File: config.mk
export PLATFORM = sky130hd
export DESIGN_NAME = rename_map
export DESIGN_NICKNAME = d
export VERILOG_FILES = /design/src/rtl/rename_map.sv
export SDC_FILE = /design/constraint.sdc
export NUM_CORES = 1
export LEC_CHECK = 0
export ABC_CLOCK_PERIOD_IN_PS = 3900
export CAP_MARGIN = 40
export CORE_UTILIZATION = 49
export CTS_CLUSTER_SIZE = 28
export DETAILED_ROUTE_END_ITERATION = 6
export MAX_ROUTING_LAYER = met4
export PLACE_DENSITY = 0.72
export SYNTH_ARGS = -nofsm -noshare
export SYNTH_HDL_FRONTEND = slang
export SYNTH_SLANG_ARGS = --single-unit
File: constraint.sdc
create_clock -name clk -period 3.9 [get_ports clk]
set_clock_uncertainty 0.15 [all_clocks]
set_input_delay 0.78 -clock clk [delete_from_list [all_inputs] [get_ports clk]]
set_output_delay 0.78 -clock clk [all_outputs]
set_load 0.03 [all_outputs]
File: src/rtl/rename_map.sv
// rename_map: two-wide rename stage (RAT, S1 allocation wait, output register).
// Define RENAME_PERF_EN to add the saturating stall_cycles counter output.
module rename_map (
    input  logic        clk,
    input  logic        reset_n,
    input  logic [1:0]  dec_valid,
    input  logic [1:0]  dec_wr_en,
    input  logic [9:0]  dec_rd,
    input  logic [9:0]  dec_rn,
    input  logic [9:0]  dec_rm,
    output logic        dec_ready,
    output logic [1:0]  alloc_en,
    input  logic [11:0] alloc_phys,
    input  logic [1:0]  alloc_valid,
    output logic [1:0]  ren_valid,
    output logic [1:0]  ren_wr_en,
    output logic [11:0] ren_prd,
    output logic [11:0] ren_prn,
    output logic [11:0] ren_prm,
    output logic [11:0] ren_old_prd,
    input  logic        ren_ready
`ifdef RENAME_PERF_EN
    ,
    output logic [31:0] stall_cycles
`endif
);

    localparam int ARCH_REGS = 32;
    localparam int PHYS_REGS = 48;
    localparam int WIDTH     = 2;
    localparam int TAG_W     = $clog2(PHYS_REGS);
    localparam int AREG_W    = $clog2(ARCH_REGS);

    typedef logic [TAG_W-1:0]  tag_t;
    typedef logic [AREG_W-1:0] areg_t;

    localparam areg_t XZR     = areg_t'(ARCH_REGS - 1);
    localparam tag_t  XZR_TAG = tag_t'(ARCH_REGS - 1);

    // Unpacked views of the per-slot input fields
    areg_t            in_rd   [WIDTH];
    areg_t            in_rn   [WIDTH];
    areg_t            in_rm   [WIDTH];
    tag_t             in_phys [WIDTH];
    logic [WIDTH-1:0] need_in;

    always_comb begin
        for (int s = 0; s < WIDTH; s++) begin
            in_rd[s]   = dec_rd[s*AREG_W +: AREG_W];
            in_rn[s]   = dec_rn[s*AREG_W +: AREG_W];
            in_rm[s]   = dec_rm[s*AREG_W +: AREG_W];
            in_phys[s] = alloc_phys[s*TAG_W +: TAG_W];
            need_in[s] = dec_valid[s] && dec_wr_en[s]
                         && (in_rd[s] != XZR);
        end
    end

    // S1 holding register
    logic             s1_valid_q, s1_valid_d;
    logic [WIDTH-1:0] s1_v_q,     s1_v_d;
    logic [WIDTH-1:0] s1_need_q,  s1_need_d;
    logic [WIDTH-1:0] s1_got_q,   s1_got_d;
    areg_t            s1_rd_q   [WIDTH];
    areg_t            s1_rd_d   [WIDTH];
    areg_t            s1_rn_q   [WIDTH];
    areg_t            s1_rn_d   [WIDTH];
    areg_t            s1_rm_q   [WIDTH];
    areg_t            s1_rm_d   [WIDTH];
    tag_t             s1_phys_q [WIDTH];
    tag_t             s1_phys_d [WIDTH];

    tag_t             rat_q [ARCH_REGS];
    tag_t             rat_d [ARCH_REGS];

    // Output register
    logic [WIDTH-1:0] ren_valid_q, ren_valid_d;
    logic [WIDTH-1:0] ren_wr_en_q, ren_wr_en_d;
    tag_t             ren_prd_q [WIDTH];
    tag_t             ren_prd_d [WIDTH];
    tag_t             ren_prn_q [WIDTH];
    tag_t             ren_prn_d [WIDTH];
    tag_t             ren_prm_q [WIDTH];
    tag_t             ren_prm_d [WIDTH];
    tag_t             ren_old_q [WIDTH];
    tag_t             ren_old_d [WIDTH];

    logic [WIDTH-1:0] have;
    logic             out_free;
    logic             s1_done;
    logic             accept;
    tag_t             new_tag [WIDTH];
    tag_t             src_n   [WIDTH];
    tag_t             src_m   [WIDTH];
    tag_t             old_tag [WIDTH];

    always_comb begin
        for (int s = 0; s < WIDTH; s++) begin
            have[s] = !s1_need_q[s] || s1_got_q[s]
                      || alloc_valid[s];
        end
        out_free  = (ren_valid_q == '0) || ren_ready;
        s1_done   = s1_valid_q && (&have) && out_free;
        dec_ready = !s1_valid_q || s1_done;
        accept    = (dec_valid != '0) && dec_ready;
    end

    // A retry only happens while S1 cannot complete, so it never
    // overlaps the request of a newly accepted group.
    always_comb begin
        alloc_en = '0;
        if (accept) begin
            alloc_en = need_in;
        end else if (s1_valid_q) begin
            alloc_en = s1_need_q & ~s1_got_q & ~alloc_valid;
        end
    end

    always_comb begin
        s1_valid_d = s1_valid_q;
        s1_v_d     = s1_v_q;
        s1_need_d  = s1_need_q;
        s1_got_d   = s1_got_q;
        s1_rd_d    = s1_rd_q;
        s1_rn_d    = s1_rn_q;
        s1_rm_d    = s1_rm_q;
        s1_phys_d  = s1_phys_q;
        if (accept) begin
            s1_valid_d = 1'b1;
            s1_v_d     = dec_valid;
            s1_need_d  = need_in;
            s1_got_d   = '0;
            s1_rd_d    = in_rd;
            s1_rn_d    = in_rn;
            s1_rm_d    = in_rm;
        end else if (s1_done) begin
            s1_valid_d = 1'b0;
            s1_got_d   = '0;
        end else if (s1_valid_q) begin
            for (int s = 0; s < WIDTH; s++) begin
                if (s1_need_q[s] && !s1_got_q[s]
                    && alloc_valid[s]) begin
                    s1_got_d[s]  = 1'b1;
                    s1_phys_d[s] = in_phys[s];
                end
            end
        end
    end

    // Table lookups plus slot-0 -> slot-1 bypass
    always_comb begin
        for (int s = 0; s < WIDTH; s++) begin
            new_tag[s] = s1_got_q[s] ? s1_phys_q[s] : in_phys[s];
            src_n[s]   = (s1_rn_q[s] == XZR) ? XZR_TAG
                                             : rat_q[s1_rn_q[s]];
            src_m[s]   = (s1_rm_q[s] == XZR) ? XZR_TAG
                                             : rat_q[s1_rm_q[s]];
            old_tag[s] = rat_q[s1_rd_q[s]];
        end
        if (s1_need_q[0]) begin
            if (s1_rn_q[1] == s1_rd_q[0]) begin
                src_n[1] = new_tag[0];
            end
            if (s1_rm_q[1] == s1_rd_q[0]) begin
                src_m[1] = new_tag[0];
            end
            if (s1_rd_q[1] == s1_rd_q[0]) begin
                old_tag[1] = new_tag[0];
            end
        end
    end

    always_comb begin
        rat_d = rat_q;
        if (s1_done) begin
            for (int s = 0; s < WIDTH; s++) begin
                if (s1_need_q[s]) begin
                    rat_d[s1_rd_q[s]] = new_tag[s];
                end
            end
        end
    end

    always_comb begin
        ren_valid_d = ren_valid_q;
        ren_wr_en_d = ren_wr_en_q;
        ren_prd_d   = ren_prd_q;
        ren_prn_d   = ren_prn_q;
        ren_prm_d   = ren_prm_q;
        ren_old_d   = ren_old_q;
        if (s1_done) begin
            for (int s = 0; s < WIDTH; s++) begin
                ren_valid_d[s] = s1_v_q[s];
                ren_wr_en_d[s] = s1_need_q[s];
                ren_prd_d[s]   = s1_need_q[s] ? new_tag[s] : '0;
                ren_old_d[s]   = s1_need_q[s] ? old_tag[s] : '0;
                ren_prn_d[s]   = s1_v_q[s] ? src_n[s] : '0;
                ren_prm_d[s]   = s1_v_q[s] ? src_m[s] : '0;
            end
        end else if (ren_ready) begin
            ren_valid_d = '0;
            ren_wr_en_d = '0;
            for (int s = 0; s < WIDTH; s++) begin
                ren_prd_d[s] = '0;
                ren_prn_d[s] = '0;
                ren_prm_d[s] = '0;
                ren_old_d[s] = '0;
            end
        end
    end

    always_ff @(posedge clk or negedge reset_n) begin
        if (!reset_n) begin
            s1_valid_q  <= 1'b0;
            s1_v_q      <= '0;
            s1_need_q   <= '0;
            s1_got_q    <= '0;
            ren_valid_q <= '0;
            ren_wr_en_q <= '0;
            for (int s = 0; s < WIDTH; s++) begin
                s1_rd_q[s]   <= '0;
                s1_rn_q[s]   <= '0;
                s1_rm_q[s]   <= '0;
                s1_phys_q[s] <= '0;
                ren_prd_q[s] <= '0;
                ren_prn_q[s] <= '0;
                ren_prm_q[s] <= '0;
                ren_old_q[s] <= '0;
            end
            for (int i = 0; i < ARCH_REGS; i++) begin
                rat_q[i] <= tag_t'(i);
            end
        end else begin
            s1_valid_q  <= s1_valid_d;
            s1_v_q      <= s1_v_d;
            s1_need_q   <= s1_need_d;
            s1_got_q    <= s1_got_d;
            s1_rd_q     <= s1_rd_d;
            s1_rn_q     <= s1_rn_d;
            s1_rm_q     <= s1_rm_d;
            s1_phys_q   <= s1_phys_d;
            rat_q       <= rat_d;
            ren_valid_q <= ren_valid_d;
            ren_wr_en_q <= ren_wr_en_d;
            ren_prd_q   <= ren_prd_d;
            ren_prn_q   <= ren_prn_d;
            ren_prm_q   <= ren_prm_d;
            ren_old_q   <= ren_old_d;
        end
    end

    always_comb begin
        ren_valid = ren_valid_q;
        ren_wr_en = ren_wr_en_q;
        for (int s = 0; s < WIDTH; s++) begin
            ren_prd[s*TAG_W +: TAG_W]     = ren_prd_q[s];
            ren_prn[s*TAG_W +: TAG_W]     = ren_prn_q[s];
            ren_prm[s*TAG_W +: TAG_W]     = ren_prm_q[s];
            ren_old_prd[s*TAG_W +: TAG_W] = ren_old_q[s];
        end
    end

`ifdef RENAME_PERF_EN
    logic [31:0] stall_q, stall_d;

    always_comb begin
        stall_d = stall_q;
        if (s1_valid_q && !s1_done && (stall_q != '1)) begin
            stall_d = stall_q + 32'd1;
        end
    end

    always_ff @(posedge clk or negedge reset_n) begin
        if (!reset_n) begin
            stall_q <= '0;
        end else begin
            stall_q <= stall_d;
        end
    end

    assign stall_cycles = stall_q;
`endif

endmodule
== Yosys cells after proc, flatten, opt, wreduce, memory -nomap -nowiden ==
Index checks and enable logic that the tools add are counted.
Storage, ports and cells
  input port bits: 51
  register bits: 293
  output and inout port bits: 55
  logic and storage cells: 184
Operators by class
  equal/unequal tests: 9
  $lt $le $gt $ge: 8
  bitwise gates (word level): 12
  mux-type cells: 64
  reductions and logical operators: 36
Operators with widths (count)
  $mux 192: 3
  $bwmux 192: 2
  $mux 6: 34
  $bmux 6 s5: 6
  $demux 6 s5: 2
  $mux 12: 5
  $ge 6x6->1 const B: 6
  $not 5->6: 6
  $eq 5x5->1 const B: 4
  $mux 2: 8
  $eq 5x5->1: 3
  $logic_and 1x1->1: 13
  $lt 6x1->1 const B: 2
  $ne 5x5->1 const B: 2
  $reduce_bool 3->1: 3
  $reduce_and 4->1: 2
  $logic_or 1x1->1: 6
  $reduce_and 2->1: 3
  $reduce_bool 2->1: 3
  $logic_not 1->1: 5
  $and 2x2->2: 2
  $mux 1: 4
  $not 2->2: 2
  $logic_not 2->1: 1
  $not 1->1: 2

== Longest topological paths before layout ==
  word-level depth: 10
  depth in mapped cells: 10

== Least setup slack after synthesis ==
OpenSTA, ideal clock, no wires.
  kind: input-to-output
  from: input ren_ready
  to: output alloc_en[0]
  path slack: 651 ps
  data required time: 2970 ps
  arrival time: 2319 ps
  stages: 6
  cell sequence: o21ba_2 nor4_2 nor2_1 inv_2 nand2_1 o22ai_1
On the way
  word-level cells in the longest chain between the ends: 5
RTL lines
  from (decl): RTL line 21  | input logic ren_ready
  $logic_or 1x1->1: RTL line 101  | out_free = (ren_valid_q == '0) || ren_ready;
  $logic_and 1x1->1: RTL line 102  | s1_done = s1_valid_q && (&have) && out_free;
  $logic_or 1x1->1: RTL line 103  | dec_ready = !s1_valid_q || s1_done;
  net dec_ready: RTL line 11  | output logic dec_ready,
  $logic_and 1x1->1: RTL line 104  | accept = (dec_valid != '0) && dec_ready;
  $mux 2: RTL line 111  | if (accept) begin
  to (decl): RTL line 12  | output logic [1:0] alloc_en,
The timed path passes the listed nets, and every way through them passes these cells.

== Worst setup path after layout ==
  from: input alloc_valid[0]
  to: output alloc_en[1]
On the way
  word-level cells in the longest chain between the ends: 7
RTL lines
  from (decl): RTL line 14  | input logic [1:0] alloc_valid,
  $logic_or 1x1->1: RTL line 99  | || alloc_valid[s];
  $reduce_and 2->1: RTL line 102
  $logic_and 1x1->1 (2 in series): RTL line 102
  $logic_or 1x1->1: RTL line 103
  $logic_and 1x1->1: RTL line 104
  $mux 2: RTL line 111
No other way between the ends.

==> qor.yml <==
status: "finished, violations left"
violations: "DRC"
cts_hold_buf: 0
clockBufferDepth: 3
finalMaxSlewViolations: 0
p_leak_nw: 9.11
end_kind: "primary output"
place_ws_ns: 0.142
syn-num-nets: 2010
vias_per_cell: 7.97
grt_pass1_wl_um: 139000
cap_violations: 0
setup_slack_ns: 0.134
peakVddDrop_uv: 591
startpoint_type: "input port"
io_buffers: 105
synth_cells: 1959
yosys_warnings: 0
postCtsSetupBuffers: 0
fmax_ghz: 0.266
fin_setup_tns_ns: 0
ys_seq_area_share_pct: 33.1
post_cts_resized: 0
path_clk_slew_ns: 0.06
wirelength_um: 94600
grt_use_total_pct: 41.9
syn_area_sq_um: 22400
nFillCells: 3740
htree_levels: 2
ys_async_sr_fraction_pct: 100
relSlewSlack_pct: 35.6
drive_gt1_share_pct: 29.8
p_per_area_nw_per_um2: 1110
start_util_pct: 49.5
grt_pass1_vias: 19500
root_buffer: "clkbuf_16"
core_area_sq_um: 45300
reg2reg_depth: 6
num_rows: 78
wl_per_cell_um: 36.0
die_h_um: 216
min_period_ns: 3.77
synth_flop_cell: "dfrtp_1"
power_mw: 28.4
synth-edff-count: 0
die_w_um: 216
hold_viol_final: 0
ios: 106
setup_violations: 0
tightest_slew_ns: 0.966
synth.avg_cell_area_sq_um: 11.4
cts_sinks: 293
drt.antenna.violating_nets: 0
first_pass_iters: 7
hpwlAfterDp_um: 65800
clk_latency_ns: 0.56
die_area_sq_um: 46600
syn_to_final_growth_pct: 14.8
worst_hold_slack_ns: 0.0621
ys_ff_latch: 293
critPathMaxFanout: 4
rsz0062_at_grt: "no"
required_ns: 2.97
cts_tree: "built"
crit_type: "in -> out"
gr-total-overflow: 0
finalCritPeriodShare_pct: 96.6
hold_class: "in -> async"
grt_start_max_net_pins: 125
synth_cell_type_count: 68
antenna_found_initial: 2
drt_iter0_drc: 3885
gp_congestion: 1.10
nets: 2054
vias: 21000
drc_errors: 5
cts_made_buffers: 34
arrival_ns: 2.84
-- cell usage after synthesis (16+ instances only) --
library cell / count / area [sq um]
mux2_2: 56 / 631
nand4_1: 16 / 100
clkbuf_1: 118 / 443
o21ai_0: 63 / 315
a22oi_1: 58 / 435
nand3_1: 28 / 140
o22ai_1: 208 / 1300
buf_2: 52 / 260
nand2_1: 248 / 931
nor2_1: 45 / 169
dfrtp_1: 213 / 5330
buf_1: 21 / 78.8
a22o_1: 206 / 1800
dfstp_2: 80 / 2100
mux4_2: 271 / 6100
mux2i_1: 69 / 691
-- stage by stage --
step	utilization (%)	instance area (sq um)	instances
after floorplan	-	22400	1959
after global placement	53.9	24400	2558
after detailed placement	54.3	24600	2567
after CTS	56.8	25700	2629
after global routing	56.8	25700	2630
final	56.8	25700	2631
-- worst paths after layout --
check,slack [ns],endpoint,start
max,0.13,alloc_en[1],alloc_valid[0]
min,0.06,ren_old_prd[8],reset_n
max reg2reg,0.79,ren_old_prd[8],s1_rd_q[0]
min reg2reg,0.33,ren_wr_en[0],ren_wr_en[0]
max in group asynchronous,2.56,rat_q[121],reset_n
min in group clk,0.33,ren_wr_en[0],ren_wr_en[0]
-- per-layer routing --
layer	track usage [%]	up-vias	part of all wire [%]
met5	-	-	0
met3	14.0	350	16
met1	54.2	10500	35
li1	-	8143	-
met4	20.4	0	6.1
met2	59.2	1988	43
-- area by class of cell --
type	count	area, sq um	share of cell area, %
inverters	10	37.5	0.146
well taps	600	751	2.92
diodes	2	5.00	0.0194
multi-input cells	1457	14300	55.4
clock buffers	56	1070	4.15
repair buffers	207	2090	8.14
clock inverters	6	63.8	0.248
flip-flops and latches	293	7450	29.0
-- cell families (layout without fill, tap and decap cells) --
group | after synthesis | in the layout | synth area share, %
DFF | 293 | 293 | 33.1
AOI/OAI and AO/OA | 613 | 613 | 19.8
buffers and inverters | 209 | 279 | 4.03
xor gates and xnor gates | 15 | 15 | 0.586
muxes | 399 | 399 | 33.5
and+or+nand+nor | 430 | 430 | 8.98
other | 0 | 2 | 0
-- layout by cell type (no fill, tap or decap), types with 58 or more instances in the layout --
master	n
o22ai_1	208
o21ai_0	63
mux4_2	271
a22oi_1	58
a22o_1	206
dfstp_2	80
clkdlybuf4s50_1	102
nand2_1	248
buf_4	83
dfrtp_1	199
-- flip-flops by register name, summed over array words and instances, names as in the netlist --
signal,count
s1_phys_q,12
rat_q,192
s1_rm_q,10
ren_old_prd,12
s1_need_q,2
s1_got_q,2
s1_rd_q,10
s1_v_q,2
s1_valid_q,1
ren_prm,12
ren_prd,12
ren_valid,2
ren_prn,12
s1_rn_q,10
ren_wr_en,2
-- power by group --
part           total [mW]  internal (mW)  switching (mW)
Combinational        16.7           8.01            8.69
Clock                3.27           1.94            1.33
Sequential           8.48           4.77            3.70
-- critical path, cell delays in order --
cell,delay (ns)
clkdlybuf4s50_1,0.45
nor3b_1,0.54
or2_2,0.23
nand2_1,0.05
a22o_1,0.20
clkdlybuf4s50_1,0.59
Power figures use the tool's default switching activity.
==> RTL change 1: new RTL, same flow settings <==
`ARCH_REGS`: 32 -> 16.
--- a/src/rtl/rename_map.sv
+++ b/src/rtl/rename_map.sv
@@ -26,5 +26,5 @@
 );
 
-    localparam int ARCH_REGS = 32;
+    localparam int ARCH_REGS = 16;
     localparam int PHYS_REGS = 48;
     localparam int WIDTH     = 2;
Function: changed (a bounded check fails within 4 cycles, from zero or initial values and one cycle with reset_n low).
==> RTL change 1 against the original RTL <==
  * Setup slack gained 0.25 ns
  * Count of clock-buffer cells in the layout down 39
  * Final area shrank 40%
  * Routed wire length is 50% lower
  * Synthesized area decreased by 41%
  * Sequential cell count down 102
  * Power fell by 46%
  * Sequential power fell by 40%
  * Largest cell class unchanged
  * Largest power group unchanged
  * Highest routed layer unchanged
==> RTL change 1: results <==
{
  "grt_max_degree": 80,
  "grt_pass1_wl_um": 71100,
  "ctsHtreeMaxLevel": 4,
  "leakagePower_nw": 5.86,
  "drc": 0,
  "pre_cts_ws_ns": 0.468,
  "cts_buffer_depth": 2,
  "clk_latency_ns": 0.45,
  "antenna_found_initial": 0,
  "status": "finished clean",
  "hpwl_um": 34800,
  "r2r_end": "ren_old_prd[11]",
  "cpLargestDelayFamily": "flip-flops",
  "nets": 1263,
  "synth_compound_area_share_pct": 18.9,
  "arrival_ns": 2.59,
  "synthTopCellsByArea": "dfrtp_1 (30%), mux4_2 (23%), dfstp_2 (6.3%)",
  "irDropWorstVdd_v": 0.000369,
  "rrSetupSlack_ns": 1.01,
  "path_class": "flop to primary output",
  "port_buffers": 99,
  "drive_above_1_share_pct": 27.3,
  "syn_nets": 1207,
  "synth_cell_types": 55,
  "layout_min_cycle_time_ns": 3.52,
  "cp-endpoint": "alloc_en[0]",
  "cp_max_fo": 14,
  "synthTopCellsByCount": "dfrtp_1 (159), mux4_2 (136), o22ai_1 (83)",
  "cts_buffers": 17,
  "grt_pass1_vias": 11200,
  "cp_slowest_cell": "dfrtp_1",
  "first_pass_iters": 6,
  "grt_usage_pct": 35.8,
  "wire_per_inst_um": 30.4,
  "fillers": 2156,
  "clock-root-buffer": "clkbuf_16",
  "vias": 11600,
  "drt_iter0_drc": 1774,
  "synth.area.mux_share_pct": 30.9,
  "largest_reg_flops": 96,
  "max_stage_delay_ns": 0.82,
  "reg2reg_from": "s1_got_q[0]",
  "synth_xor_area_share_pct": 0.593,
  "ys_seq_area_share_pct": 36.2,
  "tightestPinTransition_ns": 0.921,
  "routabilityCongestion": 1.02,
  "cts.clk_slew.worst_paths_ns": 0.08,
  "p_int_mw": 8.31
}
==> RTL change 1: cell types whose count changed after synthesis, moves of 38 or more <==
| cell | unedited run | this run |
|---|---|---|
| o22ai_1 | 208 | 83 |
| a22o_1 | 206 | 58 |
| clkbuf_1 | 118 | 43 |
| mux2i_1 | 69 | 31 |
| dfstp_2 | 80 | 32 |
| nand2_1 | 248 | 71 |
| mux4_2 | 271 | 136 |
| dfrtp_1 | 213 | 159 |
==> RTL change 1: metrics by stage <==
stage / area [µm²] / power [mW] / cells / utilization (%) / hold WS [ns]
6_report: 15400 / 15.5 / 1561 / 58.4 / 0.204
5_1_grt: 15400 / 16.0 / 1560 / 58.4 / 0.249
4_1_cts: 15400 / 15.2 / 1560 / 58.4 / 0.226
3_5_place_dp: 14800 / 13.4 / 1528 / 56.2 / 0.307
3_3_place_gp: 14600 / 13.0 / 1520 / 55.5 / 0.301
2_1_floorplan: 13300 / 10.2 / 1156 / - / 0.295
==> RTL change 1: power by group through the flow <==
stage	logic [mW]	clock network (mW)	registers, mW
2_1_floorplan	6.23	0	3.98
3_3_place_gp	7.99	0	5.06
3_5_place_dp	8.50	0	4.94
4_1_cts	8.53	1.76	4.90
5_1_grt	9.09	1.84	5.11
6_report	8.65	1.76	5.08
==> RTL change 1: cell type report <==
type                            instances  area [µm²]  area share [%]
Timing Repair Buffer                  149        1580            10.2
Tap cell                              335         419            2.72
Clock buffer                           17         425            2.76
Clock inverter                         15         150           0.975
Inverter                               35         131           0.853
Antenna cell                            1        2.50          0.0163
Sequential cell                       191        4820            31.3
Multi-Input combinational cell        818        7870            51.1
==> RTL change 1: per-layer routing <==
layer  vias up  global-route usage [%]  routed length [µm]
met4         0                    16.5                2330
met3       175                    9.22                5880
met2       897                    51.9               21000
li1       4734                       -                   -
met1      5799                    47.3               18200
met5         -                       -                   0
==> RTL change 2: new RTL, config.mk and constraints unchanged <==
Made on the original files. Build with the macro `RENAME_PERF_EN` defined.
--- a/src/rtl/rename_map.sv
+++ b/src/rtl/rename_map.sv
@@ -1,4 +1,6 @@
 // rename_map: two-wide rename stage (RAT, S1 allocation wait, output register).
 // Define RENAME_PERF_EN to add the saturating stall_cycles counter output.
+`define RENAME_PERF_EN
+
 module rename_map (
     input  logic        clk,
New outputs: stall_cycles. Function: not settled (the Yosys comparison gave no result); the edit may change what the design does.
==> RTL change 2 against the original RTL <==
  * The flow finishes with violations (negative hold slack)
  * Via count rose by 5.2%
  * Setup slack improved by 0.18 ns
  * Final area is 7.1% higher
  * Register-to-register slack lost 0.06 ns
  * Combinational power is 20% lower
  * Routed wire length grew 8.3%
  * Sequential cell count rose by 32
  * Synthesized area grew 5.7%
  * Power down 15%
  * Critical endpoint is now alloc_en[0]
==> RTL change 2: results <==
{
  "cts.sink_count": 325,
  "reg2reg_from": "s1_rd_q[5]",
  "clk_latency_ns": 0.58,
  "via_per_inst": 7.82,
  "leakagePower_nw": 10.4,
  "max_stage_delay_ns": 0.47,
  "synth_compound_area_share_pct": 20.2,
  "violations": "negative hold slack",
  "drive_above_1_share_pct": 27.4,
  "final-clk-cell-share_pct": 4.32,
  "worstSetupStartpoint": "ren_ready",
  "multi_input_area_share_pct": 53.2,
  "cpLargestDelayFamily": "compound AO/OA/AOI/OAI gates",
  "hpwl_um": 74000,
  "ys_seq_area_share_pct": 34.7,
  "grt_pass1_vias": 20900,
  "antennaDiodeCount": 1,
  "grt_pass1_wl_um": 150000,
  "nets": 2230,
  "nClkBuffers": 55,
  "fillers": 3927,
  "status": "complete, but fails checks",
  "cts_buffers": 37,
  "num-multi-input-gates": 1532,
  "synth_xor_area_share_pct": 1.63,
  "synthTopCellsByCount": "mux4_2 (264), nand2_1 (261), dfrtp_1 (245)",
  "buffer_area_share_pct": 9.55,
  "cts_setup_buffers": 0,
  "n_all_buffers": 266,
  "routabilityCongestion": 1.10,
  "final_hold_viol_count": 1,
  "cp_max_fo": 10,
  "synthTopCellsByArea": "dfrtp_1 (26%), mux4_2 (25%), dfstp_2 (8.9%)",
  "grt_max_degree": 106,
  "inverters": 16,
  "hold-worst-slack_ns": -0.000404,
  "ys.flop_type": "dfrtp_1",
  "port_buffers": 137,
  "grt_usage_pct": 43.1,
  "syn_nets": 2122,
  "irDropWorstVdd_v": 0.000465,
  "arrival_ns": 2.66,
  "pre_cts_ws_ns": 0.328,
  "antenna_found_initial": 0,
  "drt_iter0_drc": 3751,
  "synthAdderAreaFrac_pct": 0.0528,
  "synth_cell_types": 69,
  "sh_seq_area_pct": 29.9
}
==> RTL change 2: power by group <==
group,total [mW],internal (mW),leakage (nW),switching [mW]
Clock,3.47,1.96,0.588,1.51
Combinational,13.3,6.05,5.72,7.25
Sequential,7.47,4.63,4.05,2.83
Total,24.2,12.6,10.4,11.6
==> RTL change 2: worst paths after layout <==
check	to	cells after the start	slack, ns
setup / recovery	alloc_en[0]	8	0.31
min in group clk	ren_prn[0]	2	0.33
max in group asynchronous	rat_q[45]	2	2.74
hold / removal	stall_cycles[13]	1	-0.0004
hold reg to reg	ren_prn[0]	2	0.33
setup reg to reg	ren_old_prd[0]	5	0.73
==> RTL change 2: routing by layer <==
| layer | wire length [µm] | track usage (%) |
|---|---|---|
| met1 | 38400 | 57.4 |
| met5 | 0 | - |
| met2 | 43400 | 59.2 |
| met3 | 15500 | 15.4 |
| met4 | 5220 | 18.7 |
==> RTL change 2: worst register-to-register path: cells and delay by family, from the launching register on <==
family / cells / cell delay (ns)
buf+inv: 1 / 0.35
compound gates: 2 / 0.81
flops: 1 / 0.79
simple gates: 1 / 0.33
mux: 1 / 0.59
==> RTL change 2: logic make-up (layout without fill, tap and decap cells) <==
family | count (synthesis) | count (layout)
muxes | 329 | 329
other | 0 | 1
xor gates and xnor gates | 44 | 44
buffers and inverters | 213 | 350
DFF | 325 | 325
AOI/OAI and AO/OA | 658 | 658
adders and majority gates | 1 | 1
and+or+nand+nor | 500 | 500
==> RTL change 2: per-stage QoR <==
step                power (mW)  util [%]  hold WS [ns]  area, µm²  cells
finish                    24.2      57.7     -0.000404      27600   2823
floorplan                 14.7         -         0.301      23700   2070
global placement          19.9      55.0         0.314      26300   2750
global route              24.8      57.7        0.0455      27600   2822
detailed placement        20.1      55.2         0.323      26400   2754
CTS                       23.6      57.7        0.0236      27600   2822
